`src/rtl/ram_fifo_ctrl_ram.sv`:
```
// Purpose: simple dual-port RAM, one write port and one registered read port on a single clock.
// Latency: write lands at the clock edge; read data appears one edge after r_addr is sampled.
// Backpressure: none; the caller gates we and holds r_addr when the output must stay stable.
module ram_fifo_ctrl_ram #(
  parameter int WIDTH      = 8,
  parameter int ADDR_WIDTH = 3,
  parameter int DEPTH      = 8
) (
  input  logic                  clk,
  input  logic                  we,
  input  logic [ADDR_WIDTH-1:0] w_addr,
  input  logic [WIDTH-1:0]      w_data,
  input  logic [ADDR_WIDTH-1:0] r_addr,
  output logic [WIDTH-1:0]      r_data
);

  logic [WIDTH-1:0] mem [DEPTH];

  // Storage has no reset; the controller's pointers keep stale words out of view.
  always_ff @(posedge clk) begin
    if (we) begin
      mem[w_addr] <= w_data;
    end
    r_data <= mem[r_addr];
  end

endmodule

```
`src/rtl/ram_fifo_ctrl.sv`:
```
// Purpose: single-clock FIFO controller sequencing a dual-port RAM (pointers, count, flags, output hold).
// Latency: word written at edge T is readable after T; read accepted at edge T shows dout_valid after T+1.
// Backpressure: writes while full are dropped (overflow pulse), reads while empty are dropped (underflow pulse).
module ram_fifo_ctrl #(
  parameter int WIDTH      = 8,
  parameter int ADDR_WIDTH = 3,
  parameter int DEPTH      = 8
) (
  input  logic                  clk,
  input  logic                  rst,
  input  logic                  wr_en,
  input  logic [WIDTH-1:0]      din,
  input  logic                  rd_en,
  output logic [WIDTH-1:0]      dout,
  output logic                  dout_valid,
  output logic                  full,
  output logic                  empty,
  output logic [ADDR_WIDTH:0]   count,
  output logic                  overflow,
  output logic                  underflow
);

  // The pointers rely on natural wrap, so the RAM must be exactly a power of two deep.
  if (DEPTH != (1 << ADDR_WIDTH)) begin : g_bad_depth
    $error("ram_fifo_ctrl: DEPTH must equal 2**ADDR_WIDTH");
  end

  localparam logic [ADDR_WIDTH:0] FULL_CNT = (ADDR_WIDTH+1)'(DEPTH);
  localparam logic [ADDR_WIDTH:0] CNT_ONE  = (ADDR_WIDTH+1)'(1);

  logic [ADDR_WIDTH-1:0] wr_ptr;
  logic [ADDR_WIDTH-1:0] rd_ptr;
  logic [ADDR_WIDTH:0]   count_nxt;
  logic                  wr_acc;
  logic                  rd_acc;
  logic                  rd_pend;
  logic [WIDTH-1:0]      ram_q;

  // Acceptance uses only the registered flags, so a simultaneous read never frees room for a write in the same cycle.
  always_comb begin
    wr_acc    = wr_en && !full;
    rd_acc    = rd_en && !empty;
    count_nxt = count;
    if (wr_acc && !rd_acc) begin
      count_nxt = count + CNT_ONE;
    end else if (rd_acc && !wr_acc) begin
      count_nxt = count - CNT_ONE;
    end
  end

  // r_addr sits on rd_ptr permanently; it only moves when a read is accepted, keeping the RAM output stable otherwise.
  ram_fifo_ctrl_ram #(
    .WIDTH      (WIDTH),
    .ADDR_WIDTH (ADDR_WIDTH),
    .DEPTH      (DEPTH)
  ) u_ram (
    .clk    (clk),
    .we     (wr_acc),
    .w_addr (wr_ptr),
    .w_data (din),
    .r_addr (rd_ptr),
    .r_data (ram_q)
  );

  // Pointers, occupancy and flags; flags come from the next count so they are glitch-free registers.
  always_ff @(posedge clk or posedge rst) begin
    if (rst) begin
      wr_ptr <= '0;
      rd_ptr <= '0;
      count  <= '0;
      full   <= 1'b0;
      empty  <= 1'b1;
    end else begin
      if (wr_acc) begin
        wr_ptr <= wr_ptr + 1'b1;
      end
      if (rd_acc) begin
        rd_ptr <= rd_ptr + 1'b1;
      end
      count <= count_nxt;
      full  <= (count_nxt == FULL_CNT);
      empty <= (count_nxt == '0);
    end
  end

  // Read pipeline: rd_pend marks RAM output valid next edge, where it is captured into the held dout register.
  always_ff @(posedge clk or posedge rst) begin
    if (rst) begin
      rd_pend    <= 1'b0;
      dout_valid <= 1'b0;
      dout       <= '0;
    end else begin
      rd_pend    <= rd_acc;
      dout_valid <= rd_pend;
      if (rd_pend) begin
        dout <= ram_q;
      end
    end
  end

  // Dropped-request pulses, registered one cycle after the offending request.
  always_ff @(posedge clk or posedge rst) begin
    if (rst) begin
      overflow  <= 1'b0;
      underflow <= 1'b0;
    end else begin
      overflow  <= wr_en && full;
      underflow <= rd_en && empty;
    end
  end

endmodule

```
`config.mk`:
```
export PLATFORM = sky130hd
export DESIGN_NAME = ram_fifo_ctrl
export DESIGN_NICKNAME = d
export VERILOG_FILES = /design/src/rtl/ram_fifo_ctrl_ram.sv /design/src/rtl/ram_fifo_ctrl.sv
export SDC_FILE = /design/constraint.sdc
export NUM_CORES = 1
export LEC_CHECK = 0
export CAP_MARGIN = 40
export CORE_ASPECT_RATIO = 1.4
export CORE_UTILIZATION = 40
export DETAILED_ROUTE_END_ITERATION = 8
export PLACE_DENSITY = 0.62
export REMOVE_ABC_BUFFERS = 1
export SYNTH_ARGS = -nofsm -noshare
export SYNTH_HDL_FRONTEND = slang
export SYNTH_SLANG_ARGS = --single-unit
```
`constraint.sdc`:
```
create_clock -name clk -period 2.8 [get_ports clk]
set_input_delay 0.56 -clock clk [delete_from_list [all_inputs] [get_ports clk]]
set_output_delay 0.56 -clock clk [all_outputs]
set_load 0.01 [all_outputs]
```
; Word level (Yosys, flattened, before mapping)
; Memory sizes are Yosys's and may differ from the RTL's. A register that Yosys moved wholly into a read port is not among the register bits.
; Index checks and enable logic that the tools add are counted.
; W data, S select, Z words.
[classes]
eq_ne = 1
add_sub_neg = 4
n_reduce_logical = 11
n_mux = 4
[ops]
columns = op, n
row1 = $mux W4, 2
row2 = $add A3 B1 Y3 const B, 2
row3 = $logic_and A1 B1 Y1, 6
row4 = $add A4 B1 Y4 const B, 1
row5 = $eq A4 B4 Y1 const B, 1
row6 = $logic_not A1 Y1, 4
row7 = $logic_not A4 Y1, 1
row8 = $sub A4 B1 Y4 const B, 1
row9 = $mux W1, 2
[word_totals]
ff_bits = 24
mem_bits_rw = 64
word_cells = 31
input_bits = 12
mem_count = 1
output_inout_bits = 17
[mem_list]
columns = name, depth, width, read_ports, rd_ports_with_merged_regs, wr, line
row1 = u_ram.mem, 8, 8, 1, 1, 1, ram_fifo_ctrl_ram.sv:17  ; logic [WIDTH-1:0] mem [DEPTH];

; Depth between registers and ports, before layout
[depth]
depth_word = 7
mapped_depth = 7
ltp_nobuf = 6

; Cells and area by module
; Synthesis repeated with hierarchy kept, for this count alone.
[unflattened]
hier_cells = 204
hier_area_um2 = 3816.2
[by_module_without_submodules]
columns = mod, instances, seq_area_each_um2, cells_each, area_each_um2
row1 = ram_fifo_ctrl_ram, 1, 2082.0, 114, 2691.3
row2 = ram_fifo_ctrl, 1, 601.8, 90, 1124.8

; Least setup slack after synthesis
; Ideal clock, no wire load.
[synth_path]
kind = input to register
start = input port wr_en
end = memory u_ram.mem[0][0], enable pin
path_stages = 4
n_path_buf = 1
setup_ns = 0.383
path_slack_ns = 0.841
required_time_ns = 2.417
arrival_time_ns = 1.576
cell_sequence = nor2b_1 > buf_2 > nand2b_1 > nor3_1
[synth_via]
elab_chain_cells = 3
[synth_rtl]
columns = item, line
row1 = start: declaration, ram_fifo_ctrl.sv:11  ; input logic wr_en,
row2 = $logic_and A1 B1 Y1, ram_fifo_ctrl.sv:41  ; wr_acc = wr_en && !full;
row3 = $mux W1, ram_fifo_ctrl_ram.sv:21  ; if (we) begin
row4 = $mux W1 (not written as such), ram_fifo_ctrl_ram.sv:22  ; mem[w_addr] <= w_data;
row5 = end: declaration, ram_fifo_ctrl_ram.sv:17
; No other way between the ends.

; Worst setup path after layout
[layout_path]
start = register empty
end = output port empty
[layout_lines]
columns = item, line
row1 = start: declaration, ram_fifo_ctrl.sv:17  ; output logic empty,
row2 = start signal: assignment, ram_fifo_ctrl.sv:82  ; empty <= (count_nxt == '0);
; No word-level cell between the ends.

==> results.txt <==
----------------------------------------------------
[Status]
  Run status ... complete, no violations

[Final layout]
  Final net count ... 265
  Filler-free cell count of the finished design ... 361
  Area Growth Syn to Fin ... 19.15%
  Fraction of layout instances using a drive strength above 1 ... 25.98%
  Number of diodes added for antenna fixing ... 0

[CTS]
  Clk root buf ... clkbuf_16
  CTS Buf Count ... 9
  Number of clock sinks seen by CTS ... 96
  Post-CTS Setup Inserts ... 0
  CTS Hold Bufs ... 0
  Clk slew on worst S/H paths ... 0.06 ns
  Number of gates given a new drive strength after cts ... 0
  Htree depth ... 3
  Clock latency of the later-clocked register in the worst-skew pair ... 0.34 ns
  Largest buffer count on any clock path ... 2
  CTS tree ... built

[Synthesis]
  Synthesized-area fraction occupied by adder cells ... 1.342%
  Top post-synthesis cells by area ... edfxtp_1 52%, dfrtp_1 15%, mux4_2 9.7%
  Synthesized flop and latch total ... 96
  Count of yosys warnings during synthesis ... 0
  Mapped Cells ... 206
  Share of the synthesized area in compound gates (AO/OA/AOI/OAI) ... 1.811%
  Simple-Gate Fraction of Synth Area ... 6.273%
  Largest area contributor in the synthesized netlist ... edfxtp_1
  Largest family of logic cells by synthesized area ... multiplexers
  Count of distinct cell types in the synthesized netlist ... 37
  Post-synthesis instance area ... 0.003730 mm²
  Xor and xnor fraction of the mapped netlist area ... 1.174%
  Sequential element share of the synthesized area ... 71.96%
  Fraction of post-synthesis cell area in the top cell type by area ... 51.53%
  Average cell area after synthesis ... 18.11 µm²
  Share of synthesized area spent on multiplexers ... 14.49%

[Floorplan]
  Initial standard-cell utilization of the core ... 41.31%
  Floorplan die area ... 0.009720 mm²
  Die W ... 83.61 µm
  Number of core rows ... 41
  Total I/O pin count ... 29
  Core region area ... 0.009029 mm²
  Overall die height ... 116.3 µm

[Drt]
  First DRT Iteration DRCs ... 125
  DRC ... 0
  Remaining antenna violation count after routing ... 0
  Count of TritonRoute iterations in the first routing pass ... 4
  Total vias in the final route ... 1848
  Routed wire length ... 6314 µm
  Vias per Instance ... 5.119
  Average wire per standard cell ... 17.49 µm

[GRT]
  Number of global-route vias before repair ... 1946
  Maximum number of pins on one net before global-route repair ... 19
  Congestion Overflow GR ... 0
  Wire length of the first global-routing pass ... 10270 µm
  Met1 usage in global routing ... 17.58%
  Met3 capacity usage during global routing ... 3.816%
  Global-route track usage on met2 ... 24.61%
  Initial antenna violation count ... 0
  Global routing's busiest layer ... met2
  Overall fraction of global-route tracks in use ... 14.72%

[Critical path]
  Slowest cell on the critical path ... dfstp_2
  Setup crit start ... empty
  Required time of the critical path ... 2.24 ns
  End of the worst register-to-register path ... u_ram.r_data[5]
  Sequence of cells on the critical path ... clkdlybuf4s50_1
  Depth of the worst register-to-register path ... 3
  Worst path bufs/invs ... 1
  Highest fanout seen on the critical path ... 3
  Top delay family on crit path ... flip-flops
  Delay of the slowest critical-path stage ... 0.53 ns
  Critical path data arrival time ... 1.40 ns
  CP Capture Type ... output pin
  Startpoint class of the critical path ... register
  Launch instance of the worst register-to-register path ... rd_ptr[0]
  Flop-to-flop setup slack ... 0.94 ns
  Category of the most critical setup path ... register to output pin

[Min path]
  Tightest Hold Check Type ... register to register
  Worst-case hold path end point ... dout[7]
  Cell depth of the worst min-delay path ... 1
  Worst hold start ... u_ram.r_data[7]

[Timing]
  Measured slew at the worst slew-check pin ... 0.8169 ns
  Final worst-path cycle share ... 70.18%
  Final Hold Viols ... 0
  Relative slew slack ... 45.54%
  Sum Neg Setup Slack ... 0 ns
  Finish-stage setup viols ... 0
  Minimum period implied by the final worst setup slack ... 1.965 ns
  Max frequency ... 0.5089 GHz
  RSZ-0062 raised after global routing ... false
  Number of pins exceeding their max-slew limit in the final report ... 0
  Post-Route Skew ... 0.004848 ns

[Place]
  Final estimated routing congestion in global placement ... 0.7658
  Cells after DPL ... 345
  Total half-perimeter wirelength after legalization and detailed placement ... 4332 µm
  Total of buffers placed on input and output ports ... 28

[Flow run]
  Max_cap viols ... 0

[Power]
  Leakage component of the power ... 1.576 nW
  Worst IR Drop VDD ... 508.1 µV
  Pwr dens ... 1017 mW/mm²

----------------------------------------------------
[worst max path at each step]
stage,endpoint,cells after the start,slack (ns)
6_report,empty,1,0.84
3_3_place_gp,u_ram.mem[1][1],5,0.53
4_1_cts,empty,1,0.82
3_5_place_dp,u_ram.mem[1][0],5,0.50
5_1_grt,count[0],1,0.78
2_1_floorplan,u_ram.mem[0][0],3,0.63
[cells by family after synthesis]
kind of cell | count (synthesis)
compound gates | 9
xor+xnor | 5
fa+ha+maj | 4
buf+inv | 16
flops | 96
mux | 32
simple gates | 44
[metal layers]
layer	part of all wire (%)	routed length, µm
met1	42	2623
met2	54	3384
met3	2.9	180
met4	2.0	125
met5	0	0
[power breakdown]
group	switching [mW]	internal [mW]	leakage, nW	total (mW)
clock	0.491	0.595	0.122	1.09
combinational	0.498	0.775	0.518	1.27
sequential	0.292	1.87	0.936	2.16
total	1.28	3.24	1.58	4.52
[flip-flops by register name, summed over array words and instances, names as in the netlist, 3 cells and up]
name and cells:
count 4, dout 8, rd_ptr 3, u_ram.mem 64, u_ram.r_data 8, wr_ptr 3
[placed cells by master (no fill, tap or decap), drive strengths merged, types with 2 or more instances in the layout]
cell type,count
nor3,5
clkbuf,10
nand2b,5
dfrtp,23
mux2,16
mux4,16
and2,2
nor2,9
or4,2
nand2,14
inv,6
clkinv,3
nor4,2
ha,4
a211oi,2
clkdlybuf4s50,28
edfxtp,64
dfxtp,8
xnor2,5
o211ai,3
clkinvlp,3
buf,14
[layout make-up]
class	count	area (µm²)
clock buffers	10	229.0
clock inverters	6	36.28
fillers	769	4584
inverters	6	27.53
multi-input cells	94	935.9
flip-flops and latches	96	2684
well taps	107	133.9
repair buffers	42	397.9
[synthesized netlist by cell type, drive strengths merged]
master   n
a21oi    1
o211ai   3
dfrtp   23
nand4    1
o21ai    1
mux4    16
a211oi   2
nor2     9
mux2    16
nor3     5
dfstp    1
nor2b    1
buf      8
nand2   14
edfxtp  64
ha       4
nor4     2
or3      1
nand2b   5
and2     2
xnor2    5
or4      2
nand3    1
o21a     1
o31ai    1
clkbuf   2
dfxtp    8
inv      6
nor4b    1
[per-stage QoR]
| stage | hold slack (ns) | total power [mW] | util [%] | cell area [µm²] | setup WS, ns |
|---|---|---|---|---|---|
| floorplan | 0.4389 | 2.931 | - | 3647 | 0.6262 |
| global route | 0.4719 | 4.803 | 49.22 | 4444 | 0.7801 |
| CTS | 0.4609 | 4.588 | 49.22 | 4444 | 0.8154 |
| global placement | 0.4415 | 3.465 | 46.29 | 4179 | 0.5265 |
| finish | 0.4592 | 4.520 | 49.22 | 4444 | 0.8350 |
| detailed placement | 0.4493 | 3.496 | 46.29 | 4179 | 0.5014 |
Power figures use the tool's default switching activity.
